--- config.mk ---
export PLATFORM = sky130hd
export DESIGN_NAME = fifo_merge_arbiter_flat
export DESIGN_NICKNAME = d
export VERILOG_FILES = /design/src/rtl/fifo_merge_arbiter_pkg.sv /design/src/rtl/fifo_merge_arbiter_if.sv /design/src/rtl/fifo_merge_arbiter_rr_pick.sv /design/src/rtl/fifo_merge_arbiter.sv /design/src/flat_wrapper.sv
export SDC_FILE = /design/constraint.sdc
export NUM_CORES = 1
export LEC_CHECK = 0
export CORE_ASPECT_RATIO = 1.4
export CORE_MARGIN = 4
export CORE_UTILIZATION = 25
export DETAILED_ROUTE_END_ITERATION = 16
export PLACE_DENSITY = 0.58
export SLEW_MARGIN = 20
export SYNTH_ARGS = -nofsm -noshare
export SYNTH_HDL_FRONTEND = slang
export SYNTH_HIERARCHICAL = 1
export SYNTH_SLANG_ARGS = --single-unit
--- constraint.sdc ---
create_clock -name CLK -period 3.8 [get_ports CLK]
set_input_delay 0.95 -clock CLK [delete_from_list [all_inputs] [get_ports CLK]]
set_output_delay 0.95 -clock CLK [all_outputs]
set_load 0.005 [all_outputs]
--- src/rtl/fifo_merge_arbiter_pkg.sv ---
// Shared types for the FIFO merge arbiter:
// FSM state encoding and priority-mode constants.
package fifo_merge_arbiter_pkg;

  typedef enum logic {
    IDLE  = 1'b0,
    GRANT = 1'b1
  } state_t;

  localparam logic PRIO_RR    = 1'b0;
  localparam logic PRIO_FIXED = 1'b1;

endpackage

--- src/rtl/fifo_merge_arbiter_if.sv ---
// Channel-side and downstream-side bundle of the merge arbiter.
// master: arbiter view (drives grants/output); slave: environment view.
interface fifo_merge_arbiter_if #(
  parameter int WIDTH      = 5,
  parameter int DATA_WIDTH = 32
);
  logic [WIDTH-1:0]            WRITE_REQ;
  logic [WIDTH-1:0]            HOLD_REQ;
  logic [WIDTH*DATA_WIDTH-1:0] DATA_IN;
  logic [WIDTH-1:0]            CHANNEL_EN;
  logic                        PRIO_MODE;
  logic [WIDTH-1:0]            READ_GRANT;
  logic                        READY_OUT;
  logic                        WRITE_OUT;
  logic [DATA_WIDTH-1:0]       DATA_OUT;
  logic [3:0]                  CUR_CH;
  logic                        BUSY;

  modport master (
    input  WRITE_REQ, HOLD_REQ, DATA_IN,
    input  CHANNEL_EN, PRIO_MODE, READY_OUT,
    output READ_GRANT, WRITE_OUT, DATA_OUT,
    output CUR_CH, BUSY
  );

  modport slave (
    output WRITE_REQ, HOLD_REQ, DATA_IN,
    output CHANNEL_EN, PRIO_MODE, READY_OUT,
    input  READ_GRANT, WRITE_OUT, DATA_OUT,
    input  CUR_CH, BUSY
  );
endinterface

--- src/rtl/fifo_merge_arbiter_rr_pick.sv ---
// Combinational channel picker: eligible mask, start index, mode
// -> one-hot pick, binary index and any-eligible flag.
module rr_pick
  import fifo_merge_arbiter_pkg::*;
#(
  parameter int WIDTH = 5
) (
  input  logic [WIDTH-1:0] elig,
  input  logic [3:0]       start,
  input  logic             mode,
  output logic [WIDTH-1:0] onehot,
  output logic [3:0]       idx,
  output logic             any
);

  logic [2*WIDTH-1:0] dbl;
  logic [WIDTH-1:0]   rot;
  logic [4:0]         base;
  logic [4:0]         pos;

  // Rotate the doubled mask so bit 0 is the first
  // position searched, then take the first set bit.
  always_comb begin
    base   = (mode == PRIO_FIXED) ? 5'd0 : {1'b0, start};
    dbl    = {elig, elig} >> base;
    rot    = dbl[WIDTH-1:0];
    onehot = '0;
    any    = 1'b0;
    pos    = '0;
    for (int k = 0; k < WIDTH; k++) begin
      if (!any && rot[k]) begin
        any = 1'b1;
        pos = base + 5'(k);
        if (pos >= 5'(WIDTH)) pos = pos - 5'(WIDTH);
      end
    end
    idx = pos[3:0];
    for (int j = 0; j < WIDTH; j++) begin
      onehot[j] = any && (pos == 5'(j));
    end
  end

endmodule

--- src/rtl/fifo_merge_arbiter.sv ---
// Merges WIDTH FWFT sources into one registered output stream.
// Ports: CLK, RST (sync, active-high), bus (master modport).
module fifo_merge_arbiter
  import fifo_merge_arbiter_pkg::*;
#(
  parameter int WIDTH      = 5,
  parameter int DATA_WIDTH = 32,
  parameter int MAX_BURST  = 16
) (
  input logic                 CLK,
  input logic                 RST,
  fifo_merge_arbiter_if.master bus
);

  localparam int CW =
    (MAX_BURST > 0) ? $clog2(MAX_BURST + 1) : 1;
  localparam logic [CW-1:0] BMAX = CW'(MAX_BURST);
  localparam logic [3:0] LAST_IDX = 4'(WIDTH - 1);

  state_t                  state, state_nx;
  logic [3:0]              cur_ch, last_ch, start;
  logic [WIDTH-1:0]        cur_oh;
  logic [CW-1:0]           cnt;
  logic                    wout;
  logic [DATA_WIDTH-1:0]   dout, din;
  logic [WIDTH-1:0]        elig, pick_oh;
  logic [3:0]              pick_idx;
  logic                    pick_any;
  logic                    cur_req, cur_en, cur_hold;
  logic                    free, limit_hit, release_g;
  logic                    pop;

  assign elig  = bus.WRITE_REQ & bus.CHANNEL_EN;
  assign start = (last_ch == LAST_IDX) ? 4'd0
                                       : last_ch + 4'd1;

  rr_pick #(.WIDTH(WIDTH)) u_pick (
    .elig   (elig),
    .start  (start),
    .mode   (bus.PRIO_MODE),
    .onehot (pick_oh),
    .idx    (pick_idx),
    .any    (pick_any)
  );

  assign cur_req  = |(bus.WRITE_REQ  & cur_oh);
  assign cur_en   = |(bus.CHANNEL_EN & cur_oh);
  assign cur_hold = |(bus.HOLD_REQ   & cur_oh);
  assign free     = !wout || bus.READY_OUT;
  assign limit_hit = (MAX_BURST != 0) && (cnt == BMAX);
  assign release_g =
    !cur_hold && (!cur_req || limit_hit || !cur_en);

  always_comb begin
    din = '0;
    for (int i = 0; i < WIDTH; i++) begin
      if (cur_oh[i])
        din = din | bus.DATA_IN[i*DATA_WIDTH +: DATA_WIDTH];
    end
  end

  // Release cycle never pops; RST also blocks the pop so
  // the source keeps its word.
  always_comb begin
    state_nx = state;
    pop      = 1'b0;
    unique case (state)
      IDLE: begin
        if (pick_any) state_nx = GRANT;
      end
      GRANT: begin
        if (release_g) state_nx = IDLE;
        else pop = cur_req && cur_en && free && !RST;
      end
      default: state_nx = IDLE;
    endcase
  end

  always_ff @(posedge CLK) begin
    if (RST) begin
      state   <= IDLE;
      cur_ch  <= '0;
      cur_oh  <= WIDTH'(1);
      last_ch <= LAST_IDX;
      cnt     <= '0;
      wout    <= 1'b0;
      dout    <= '0;
    end else begin
      state <= state_nx;
      if (state == IDLE && pick_any) begin
        cur_ch  <= pick_idx;
        cur_oh  <= pick_oh;
        last_ch <= pick_idx;
        cnt     <= '0;
      end
      if (pop) begin
        dout <= din;
        wout <= 1'b1;
        if (MAX_BURST != 0 && cnt != BMAX)
          cnt <= cnt + CW'(1);
      end else if (bus.READY_OUT) begin
        wout <= 1'b0;
      end
    end
  end

  assign bus.READ_GRANT = pop ? cur_oh : '0;
  assign bus.WRITE_OUT  = wout;
  assign bus.DATA_OUT   = dout;
  assign bus.CUR_CH     = cur_ch;
  assign bus.BUSY       = (state == GRANT);

endmodule

--- src/flat_wrapper.sv ---
// flat-port wrapper written by rule: the top's interface ports become plain ports
module fifo_merge_arbiter_flat import fifo_merge_arbiter_pkg::*;
#(
  parameter int WIDTH      = 5,
  parameter int DATA_WIDTH = 32,
  parameter int MAX_BURST  = 16
)
  (CLK, RST, bus_WRITE_REQ, bus_HOLD_REQ, bus_DATA_IN, bus_CHANNEL_EN, bus_PRIO_MODE, bus_READY_OUT, bus_READ_GRANT, bus_WRITE_OUT, bus_DATA_OUT, bus_CUR_CH, bus_BUSY);
  fifo_merge_arbiter_if #(.WIDTH(WIDTH), .DATA_WIDTH(DATA_WIDTH)) bus_i ();
  input logic CLK;
  input logic RST;
  input wire logic [$bits(bus_i.WRITE_REQ)-1:0] bus_WRITE_REQ;
  input wire logic [$bits(bus_i.HOLD_REQ)-1:0] bus_HOLD_REQ;
  input wire logic [$bits(bus_i.DATA_IN)-1:0] bus_DATA_IN;
  input wire logic [$bits(bus_i.CHANNEL_EN)-1:0] bus_CHANNEL_EN;
  input wire logic [$bits(bus_i.PRIO_MODE)-1:0] bus_PRIO_MODE;
  input wire logic [$bits(bus_i.READY_OUT)-1:0] bus_READY_OUT;
  output wire logic [$bits(bus_i.READ_GRANT)-1:0] bus_READ_GRANT;
  output wire logic [$bits(bus_i.WRITE_OUT)-1:0] bus_WRITE_OUT;
  output wire logic [$bits(bus_i.DATA_OUT)-1:0] bus_DATA_OUT;
  output wire logic [$bits(bus_i.CUR_CH)-1:0] bus_CUR_CH;
  output wire logic [$bits(bus_i.BUSY)-1:0] bus_BUSY;
  assign bus_i.WRITE_REQ = bus_WRITE_REQ;
  assign bus_i.HOLD_REQ = bus_HOLD_REQ;
  assign bus_i.DATA_IN = bus_DATA_IN;
  assign bus_i.CHANNEL_EN = bus_CHANNEL_EN;
  assign bus_i.PRIO_MODE = bus_PRIO_MODE;
  assign bus_i.READY_OUT = bus_READY_OUT;
  assign bus_READ_GRANT = bus_i.READ_GRANT;
  assign bus_WRITE_OUT = bus_i.WRITE_OUT;
  assign bus_DATA_OUT = bus_i.DATA_OUT;
  assign bus_CUR_CH = bus_i.CUR_CH;
  assign bus_BUSY = bus_i.BUSY;
  fifo_merge_arbiter #(.WIDTH(WIDTH), .DATA_WIDTH(DATA_WIDTH), .MAX_BURST(MAX_BURST)) u_core (.CLK(CLK), .RST(RST), .bus(bus_i));
endmodule
Word-level counts from Yosys, hierarchy flattened
Cells that the tools add are included.
{"block": "classes", "addsub": 11, "n_lt_le_gt_ge": 5, "n_eq_ne": 7, "shift": 1, "n_mux": 33, "bitwise": 9, "n_reduce_logical": 31}
{"cell": "two-way mux 32 bit", "count": 5}
{"cell": "bitwise OR 32 bit", "count": 4}
{"cell": "two-way mux 5 bit", "count": 14}
{"cell": "bitwise AND 5 bit", "count": 4}
{"cell": "greater-or-equal comparator 5 x 3 -> 1 bit (second input constant)", "count": 4}
{"cell": "subtractor 5 x 3 -> 5 bit (second input constant)", "count": 4}
{"cell": "OR reduction 5 bit", "count": 3}
{"cell": "logical AND 1 bit", "count": 14}
{"cell": "two-way mux 1 bit", "count": 11}
{"cell": "adder 4 x 2 -> 5 bit (second input constant)", "count": 2}
{"cell": "equality test 5 x 2 -> 1 bit (second input constant)", "count": 2}
{"cell": "right shift 10 x 4 -> 5 bit", "count": 1}
{"cell": "logical NOT 1 bit", "count": 9}
{"cell": "two-way mux 4 bit", "count": 2}
{"cell": "adder 4 x 1 -> 5 bit (second input constant)", "count": 1}
{"cell": "adder 4 x 3 -> 5 bit (second input constant)", "count": 1}
{"cell": "adder 5 x 1 -> 5 bit (second input constant)", "count": 1}
{"cell": "equality test 5 x 1 -> 1 bit (second input constant)", "count": 1}
{"cell": "equality test 5 x 3 -> 1 bit (second input constant)", "count": 1}
{"cell": "equality test 5 bit (second input constant)", "count": 1}
{"cell": "logical NOT 5 bit", "count": 1}
{"cell": "!= test 5 bit (second input constant)", "count": 1}
{"cell": "subtractor 4 x 3 -> 5 bit (second input constant)", "count": 1}
{"cell": "adder 4 x 1 -> 4 bit (second input constant)", "count": 1}
{"cell": "other kinds (6)", "count": 8}
{"block": "totals", "reg_bits": 52, "inputBits": 179, "wordCells": 104}

Longest topological paths before layout
Gate-level depths: netlist (run 1).
{"block": "logic_depth", "word_depth": 21, "depth_mapped": 20}

By module
Netlist (run 1), hierarchy kept.
{"module": "fifo_merge_arbiter", "instances": 1, "cells_per_inst": 383, "area_each_um2": 2969.1}
{"module": "rr_pick", "instances": 1, "cells_per_inst": 291, "area_each_um2": 1979.4}

Worst setup path before layout (run 1)
Ideal clock, no wire load.
{"block": "synth_timing", "path_type": "in2reg", "from": "input bus_PRIO_MODE", "to": "register u_core.cur_oh[1]", "setup_ns": 0.070, "arrival_time_ns": 3.588, "t_required_ns": 3.730, "setup_slack_ns": 0.141, "path_stages": 15, "n_path_buf": 2, "cell_sequence": "buf_4 > nor2b_1 > buf_2 > inv_1 > ha_1 > nand2_1 > o22a_1 > o41a_1 > a211oi_1 > nor4_1 > a211o_1 > nand4bb_4 > nor3_1 > nand2_1 > a21oi_1"}
{"block": "synth_via", "elab_chain_len": 17}
{"element": "start: declaration", "line": "flat_wrapper.sv:16", "rtl": "input wire logic [$bits(bus_i.PRIO_MODE)-1:0] bus_PRIO_MODE;"}
{"element": "two-way mux 4 bit (*)", "line": "fifo_merge_arbiter_rr_pick.sv:24", "rtl": "base = (mode == PRIO_FIXED) ? 5'd0 : {1'b0, start};"}
{"element": "branches (longest 13 deep; another with adder 4 x 1 -> 5 bit)"}
{"element": "two-way mux 5 bit (*)", "line": "fifo_merge_arbiter_rr_pick.sv:31", "rtl": "if (!any && rot[k]) begin"}
{"element": "via u_core.pick_idx[2]", "line": "fifo_merge_arbiter.sv:27", "rtl": "logic [3:0] pick_idx;"}
{"element": "equality test 5 x 1 -> 1 bit (*)", "line": "fifo_merge_arbiter_rr_pick.sv:39", "rtl": "onehot[j] = any && (pos == 5'(j));"}
{"element": "logical AND 1 bit (*)", "line": "fifo_merge_arbiter_rr_pick.sv:39"}
{"element": "via u_core.pick_oh[1]", "line": "fifo_merge_arbiter.sv:26", "rtl": "logic [WIDTH-1:0] elig, pick_oh;"}
{"element": "end signal: assignment", "line": "fifo_merge_arbiter.sv:92", "rtl": "cur_oh <= pick_oh;"}
{"element": "end: declaration", "line": "fifo_merge_arbiter.sv:22", "rtl": "logic [WIDTH-1:0] cur_oh;"}
Mark *: on every way through the listed nets, which the timed path passes.
A chain may end at the register's enable or synchronous reset.

Worst setup path after layout (run 1)
{"block": "layout_timing", "from": "input bus_HOLD_REQ[0]", "to": "output bus_READ_GRANT[2]"}
{"block": "layout_via", "elab_chain_len": 7}
{"element": "start: declaration", "line": "flat_wrapper.sv:13", "rtl": "input wire logic [$bits(bus_i.HOLD_REQ)-1:0] bus_HOLD_REQ;"}
{"element": "bitwise AND 5 bit", "line": "fifo_merge_arbiter.sv:48", "rtl": "assign cur_hold = |(bus.HOLD_REQ & cur_oh);"}
{"element": "OR reduction 5 bit", "line": "fifo_merge_arbiter.sv:48"}
{"element": "logical NOT 1 bit", "line": "fifo_merge_arbiter.sv:52", "rtl": "!cur_hold && (!cur_req || limit_hit || !cur_en);"}
{"element": "logical AND 1 bit", "line": "fifo_merge_arbiter.sv:52"}
{"element": "two-way mux 1 bit", "line": "fifo_merge_arbiter.sv:72", "rtl": "if (release_g) state_nx = IDLE;"}
{"element": "two-way mux 1 bit", "line": "fifo_merge_arbiter.sv:67", "rtl": "unique case (state)"}
{"element": "two-way mux 5 bit", "line": "fifo_merge_arbiter.sv:107", "rtl": "assign bus.READ_GRANT = pop ? cur_oh : '0;"}
{"element": "end: declaration", "line": "flat_wrapper.sv:18", "rtl": "output wire logic [$bits(bus_i.READ_GRANT)-1:0] bus_READ_GRANT;"}
Every way passes these cells.

==> flow_metrics.tcl, run 1 <==
set metrics [dict create \
    status "finished clean" \
    critPathCaptureType "primary output" \
    whs_ps 454 \
    design_area_um2 8280 \
    gp_congestion 0.908 \
    die_w_um 127 \
    hpwlAfterDp_mm 18.0 \
    grtUsageTotal_pct 19.6 \
    p_leak_nw 3.22 \
    max_freq_mhz 266 \
    io_pins 222 \
    start_kind "input pin" \
    synth_edf_count 0 \
    hold_path.class "reg -> reg" \
    place_ws_ps -404 \
    synth_area_um2 4950 \
    synth_area_per_cell_um2 7.34 \
    place_inst 1176 \
    vias_per_cell 5.39 \
    area_delta_synth_final_pct 67.3 \
    clockBufferDepth 2 \
    required_ps 2850 \
    placementRows 60 \
    ys_dominant_reg_cell "dfxtp_1" \
    synth_seq_cells 49 \
    min_period_over_period_pct 98.7 \
    htreeDepth 2 \
    worstPathArrival_ps 2800 \
    worst_skew_pair.late_latency_ps 290 \
    critPathTopFamily "buffers and inverters" \
    post_dp_cell_area_um2 7920 \
    period_needed_ps 3750 \
    core_um2 19400 \
    drive_gt1_share_pct 19.3 \
    synthesis.nets 863 \
    yosysSeqAreaShare_pct 19.8 \
    first_iter_violations 529 \
    p_per_area_nw_per_um2 667 \
    cts_tree "done" \
    clk_pin_slew_ps 70 \
    max-vdd-ir-drop_v 0.000285 \
    slew_violations 0 \
    cts-root-buf "clkbuf_16" \
    crit_slowest_cell "clkdlybuf4s50_1" \
    drv_cap 0 \
    relSlewSlack_pct 60.6 \
    fin_cells 1193 \
    detailroute.via_count 6436 \
    synth_warnings 6 \
    wl_mm 22.9 \
    synthArstFlopShare_pct 0 \
    die_area_um2 22100 \
    path_buf_inv 3 \
    wl_per_cell_um 19.2 \
    grt_max_degree 38 \
    syn_inst 674 \
    setup_ws_ps 47.5 \
    dr.pass1.iters 9 \
    ys_types 84 \
    crit_chain "clkdlybuf4s50_1 -> a222oi_1 -> nand2_1 -> or2_1 -> and3_4 -> buf_4 -> and2_1 -> dlygate4sd2_1" \
    grt_overflow 0 \
    slowest_delay_ps 400 \
    antenna_left 0 \
    clock-sinks 49 \
    worst_slew_pin_slew_ps 592 \
    fin_nets 1133 \
    initial_utilization_pct 25.5 \
    hold_viol 0 \
    drc 0 \
    criticalPathCategory "in -> out" \
    grt_pass1_wl_mm 34.9 \
    io_buffers 221 \
    fin_worst_skew_ps 11.7 \
    antenna_found_initial 0 \
    die_h_um 174 \
    path_max_fanout 6 \
    numCtsBuffers 5 \
    total_power_mw 5.52 \
    grt_pass1_vias 6486 \
    setup_viol 0 \
    diodes 0 \
]
worst paths after layout:
kind | cells past startpoint | endpoint | startpoint | slack (ps)
max | 8 | bus_READ_GRANT[2] | bus_HOLD_REQ[0] | 50
min | 2 | u_core/bus.DATA_OUT[31]$_SDFFE_PP0P_ | u_core/bus.DATA_OUT[31]$_SDFFE_PP0P_ | 450
max reg2reg | 18 | u_core/cur_oh[4]$_SDFFE_PP0P_ | u_core/bus.CUR_CH[0]$_SDFFE_PP0P_ | 270
min reg2reg | 2 | u_core/bus.DATA_OUT[31]$_SDFFE_PP0P_ | u_core/bus.DATA_OUT[31]$_SDFFE_PP0P_ | 450
synth_stat cells (all sizes together) (3+ instances only):
cell | n | area, um^2
a311oi | 3 | 26.3
nand4 | 36 | 225
o41ai | 3 | 33.8
o2111a | 3 | 33.8
nand2 | 109 | 409
xnor2 | 5 | 43.8
and2 | 13 | 81.3
mux2 | 4 | 45.0
a31oi | 4 | 25.0
nor3 | 18 | 95.1
a221oi | 5 | 68.8
o31ai | 4 | 30.0
or4 | 4 | 37.5
clkbuf | 33 | 124
nand2b | 8 | 50.1
nor2b | 12 | 77.6
nor2 | 25 | 93.8
a41o | 3 | 30.0
mux2i | 8 | 83.8
ha | 10 | 125
nor4 | 5 | 31.3
nand3 | 14 | 75.1
or2 | 3 | 21.3
a22oi | 38 | 285
o22a | 3 | 26.3
inv | 17 | 63.8
buf | 40 | 245
o22ai | 5 | 31.3
and3 | 8 | 60.1
a21oi | 28 | 140
o211ai | 4 | 30.0
xor2 | 3 | 26.3
o2111ai | 3 | 26.3
o21ai | 52 | 294
dfxtp | 49 | 981
nor3b | 7 | 62.6
a211oi | 5 | 37.5
a222oi | 35 | 350
and3b | 5 | 43.8
report_power, final:
group	leakage (nW)	switching (mW)	internal, mW
clock network	0.0805	0.197	0.283
logic	2.74	2.34	2.01
registers	0.397	0.0908	0.604
stage by stage:
stage,utilization [%],TNS [ps]
after floorplan,-,0
after global placement,40.9,-4160
after detailed placement,40.9,-4450
after CTS,41.8,0
after global routing,42.8,-31.6
final,42.8,0
per-layer routing:
layer	GRT usage [%]	wire length [um]
met2	36.1	12100
met3	3.01	1180
met5	0	0
met1	21.7	8750
met4	8.94	903
placed cells by master, fill, tap and decap left out, drive strengths merged, types with 4 or more instances in the layout:
cell / n
mux2i: 8
nor4: 5
nor2b: 12
nor3: 18
and2: 13
and3b: 5
and3: 8
a22oi: 38
or4: 4
a221oi: 5
o31ai: 4
xnor2: 5
nand2: 109
nand2b: 8
a222oi: 35
nor3b: 7
dfxtp: 49
a31oi: 4
o22ai: 5
o211ai: 4
a21oi: 28
buf: 115
inv: 18
nand4: 36
mux2: 4
clkdlybuf4s50: 215
ha: 10
dlymetal6s2s: 4
o21ai: 52
nor2: 25
clkbuf: 8
a211oi: 5
nand3: 14
state kept, by name (all words and copies together) (netlist names):
signal / count
u_core/bus.CUR_CH: 4
u_core/bus.WRITE_OUT: 1
u_core/cur_oh: 5
u_core/bus.DATA_OUT: 32
u_core/last_ch: 1
u_core/bus.BUSY: 1
u_core/cnt: 5
cell families (layout without fill, tap and decap cells):
kind of cell             Yosys count  count (layout)  synth area share (%)
adder cells (fa/ha/maj)           10              10                  2.53
buffers and inverters             91             362                  8.82
multiplexers                      12              12                  2.60
XOR/XNOR                           8               8                  1.42
AO/OA/AOI/OAI                    227             227                  35.2
AND/OR/NAND/NOR                  277             277                  29.6
flip-flops                        49              49                  19.8
area by class of cell:
type                            instances  area, um^2
Multi-Input combinational cell        534        3660
Sequential cell                        49         981
Timing Repair Buffer                  336        3100
Inverter                               18        67.6
Tap cell                              248         310
Fill cell                            2014       11100
Clock buffer                            7         153
Clock inverter                          1        8.76
tightest hold or removal path: cells and delay by family, from the launching register on:
kind,cells,cell delay [ps]
compound gates,1,50
flops,1,310
simple gates,1,50
timing repair:
action | 4_1_cts | 5_1_grt
resized for setup | 2 | 38
hold buffers | 0 | 0
pin swaps | 4 | 10
buffers inserted | 1 | 8
setup endpoints to repair | 14 | 19
Note: power is estimated with default switching activity, not from simulation.
==> run 2: changes to the inputs <==
--- a/config.mk
+++ b/config.mk
@@ -9,6 +9,7 @@
 export CORE_MARGIN = 4
 export CORE_UTILIZATION = 25
 export DETAILED_ROUTE_END_ITERATION = 16
+export GPL_ROUTABILITY_DRIVEN = 0
 export PLACE_DENSITY = 0.58
 export SLEW_MARGIN = 20
 export SYNTH_ARGS = -nofsm -noshare
==> flow_metrics.tcl, run 2 (same netlist as run 1, synthesis figures left out) <==
set metrics [dict create \
    status "finished clean" \
    rrSetupSlack_ps 220 \
    worstPathArrival_ps 3900 \
    grtUsageTotal_pct 19.5 \
    antenna_found_initial 0 \
    hold_viol 0 \
    post_dp_cell_area_um2 7880 \
    io_pins 222 \
    reg2regPathDepth 18 \
    cellInternalPower_mw 3.03 \
    relSlewSlack_pct 61.3 \
    drv_cap 0 \
    die_h_um 174 \
    wl_per_cell_um 19.5 \
    worstSetupEndpoint "u_core/cnt[0]$_SDFF_PP0_" \
    p_leak_nw 3.24 \
    criticalPathCategory "in -> reg" \
    design_area_um2 8370 \
    reg2reg_from "u_core/bus.CUR_CH[0]$_SDFFE_PP0P_" \
    die_area_um2 22100 \
    drive_gt1_share_pct 20.0 \
    numCtsBuffers 5 \
    setup_viol 0 \
    max_freq_mhz 272 \
    clk_pin_slew_ps 60 \
    grt_overflow 0 \
    htreeDepth 2 \
    cts-root-buf "clkbuf_16" \
    wl_mm 23.4 \
    cp-startpoint "bus_CHANNEL_EN[0]" \
    dr.pass1.iters 6 \
    postCtsHoldBufs 0 \
    clock-sinks 49 \
    seq_power_share_pct 12.5 \
    largest_register_ffs 32 \
    crit_slowest_cell "clkdlybuf4s50_1" \
    critPathCaptureType "register" \
    path_max_fanout 4 \
    hold_path.class "reg -> reg" \
    mostFrequentLayoutCell "clkdlybuf4s50_1" \
    clockBufferDepth 2 \
    cp_num_cells 20 \
    total_power_mw 5.69 \
    fin_worst_skew_ps 8.69 \
    hpwlAfterDp_mm 17.8 \
    slew_violations 0 \
    swShare_pct 46.7 \
    drc 0 \
    p_per_area_nw_per_um2 680 \
    rr_endpoint "u_core/cur_oh[4]$_SDFFE_PP0P_" \
    start_kind "input pin" \
    die_w_um 127 \
    grt_max_degree 42 \
    timing.critical_path.mode_cell "buf_4" \
    crit_chain "clkdlybuf4s50_1 -> buf_4 -> a22oi_1 -> nand2_1 -> buf_4 -> buf_4 -> buf_4 -> buf_4 -> buf_4 -> buf_4 -> buf_4 -> buf_4 -> buf_4 -> buf_4 -> buf_4 -> buf_4 -> buf_4 -> nand4_1 -> mux2_4 -> nor2_1" \
    period_needed_ps 3680 \
    placementRows 60 \
    grt_pass1_wl_mm 34.7 \
    io_buffers 221 \
    antenna_left 0 \
    core_um2 19400 \
    initial_utilization_pct 25.5 \
    vias_per_cell 5.47 \
    min_period_over_period_pct 96.8 \
    slowest_delay_ps 410 \
    required_ps 4020 \
    max-vdd-ir-drop_v 0.000318 \
    worst_slew_pin_slew_ps 570 \
    first_iter_violations 512 \
    critPathTopFamily "buffers and inverters" \
    area_delta_synth_final_pct 69.2 \
    p_switching_mw 2.66 \
    cts_tree "done" \
    fin_nets 1139 \
    rsz0062_at_grt "yes" \
    grt_pass1_vias 6213 \
    layout_common_cells "211 x clkdlybuf4s50_1, 115 x buf_4, 108 x nand2_1, 49 x dfxtp_1" \
    path_buf_inv 15 \
    clkPwrFrac_pct 8.7 \
    detailroute.via_count 6552 \
    combPwrFrac_pct 78.8 \
    worst_skew_pair.late_latency_ps 290 \
    diodes 0 \
]
run 2: cell types whose count changed in the layout (fill, tap and decap cells not counted), sizes merged:
cell           before  now
bufinv              0    1
clkdlybuf4s50     215  211
buf               115  118
nand3              14   15
inv                18   17
clkinv              1    2
dlygate4sd2         1    5
run 2: cell type report:
| cell class | instances | area [um^2] |
|---|---|---|
| fill | 1947 | 11000 |
| multi-input combinational | 535 | 3680 |
| timing repair buffer | 341 | 3180 |
| sequential | 49 | 981 |
| tap | 248 | 310 |
| clock buffer | 5 | 125 |
| inverter | 18 | 67.6 |
| clock inverter | 2 | 35.0 |
run 2: stage by stage:
| stage | hold WS, ps | TNS (ps) | util, % | worst slack (ps) | std cells |
|---|---|---|---|---|---|
| after global placement | 434 | -4220 | 40.7 | -391 | 1169 |
| after global routing | 477 | -243 | 43.2 | -139 | 1198 |
| after detailed placement | 443 | -5090 | 40.7 | -457 | 1169 |
| after floorplan | 445 | 0 | - | 141 | 674 |
| final | 454 | 0 | 43.2 | 123 | 1198 |
| after CTS | 455 | 0 | 42.0 | 3.32 | 1189 |
run 2: per-layer routing:
metal | up-vias | share of wire (%) | GRT usage [%]
met5 | - | 0 | 0
met4 | 0 | 4.4 | 7.47
met3 | 59 | 6.4 | 2.95
met2 | 333 | 52 | 36.0
met1 | 3006 | 37 | 22.2
li1 | 3154 | - | -
run 2: worst reg2reg max path, stage by stage, from the launching register on:
cell and delay (ps):
dfxtp_1 320, inv_1 40, ha_1 200, nor2b_2 160, buf_4 140, a21oi_4 180
nor2b_4 180, inv_1 60, ha_1 230, and3b_1 190, o22a_2 260, nor3_2 170
o22ai_1 140, a2111oi_2 410, o32a_1 250, o21ai_0 90, nor4_1 290, nand2_1 100
a21oi_2 120
run 2: timing repair:
action                                 in CTS  in global routing
pin swaps                                   4                 19
setup endpoints to repair                  15                 17
buffers inserted                           13                  6
endpoints found under the hold margin       0                  0
resized for setup                           9                 37
gates cloned                                0                  3
run 2: how the worst min path moves through the flow:
stage | start | to | depth (start not counted)
after detailed placement | u_core/bus.DATA_OUT[27]$_SDFFE_PP0P_ | u_core/bus.DATA_OUT[27]$_SDFFE_PP0P_ | 2
after global placement | u_core/bus.DATA_OUT[27]$_SDFFE_PP0P_ | u_core/bus.DATA_OUT[27]$_SDFFE_PP0P_ | 2
after floorplan | u_core/bus.DATA_OUT[26]$_SDFFE_PP0P_ | u_core/bus.DATA_OUT[26]$_SDFFE_PP0P_ | 2
after global routing | u_core/bus.DATA_OUT[18]$_SDFFE_PP0P_ | u_core/bus.DATA_OUT[18]$_SDFFE_PP0P_ | 2
after CTS | u_core/bus.DATA_OUT[26]$_SDFFE_PP0P_ | u_core/bus.DATA_OUT[26]$_SDFFE_PP0P_ | 2
final | u_core/bus.DATA_OUT[26]$_SDFFE_PP0P_ | u_core/bus.DATA_OUT[26]$_SDFFE_PP0P_ | 2
run 2: power groups by stage:
stage	Clock, mW	Sequential (mW)	Combinational (mW)
6_report	0.497	0.709	4.49
5_1_grt	0.534	0.723	4.81
4_1_cts	0.515	0.711	4.16
3_5_place_dp	0	0.720	4.01
3_3_place_gp	0	0.721	4.04
2_1_floorplan	0	0.666	2.52
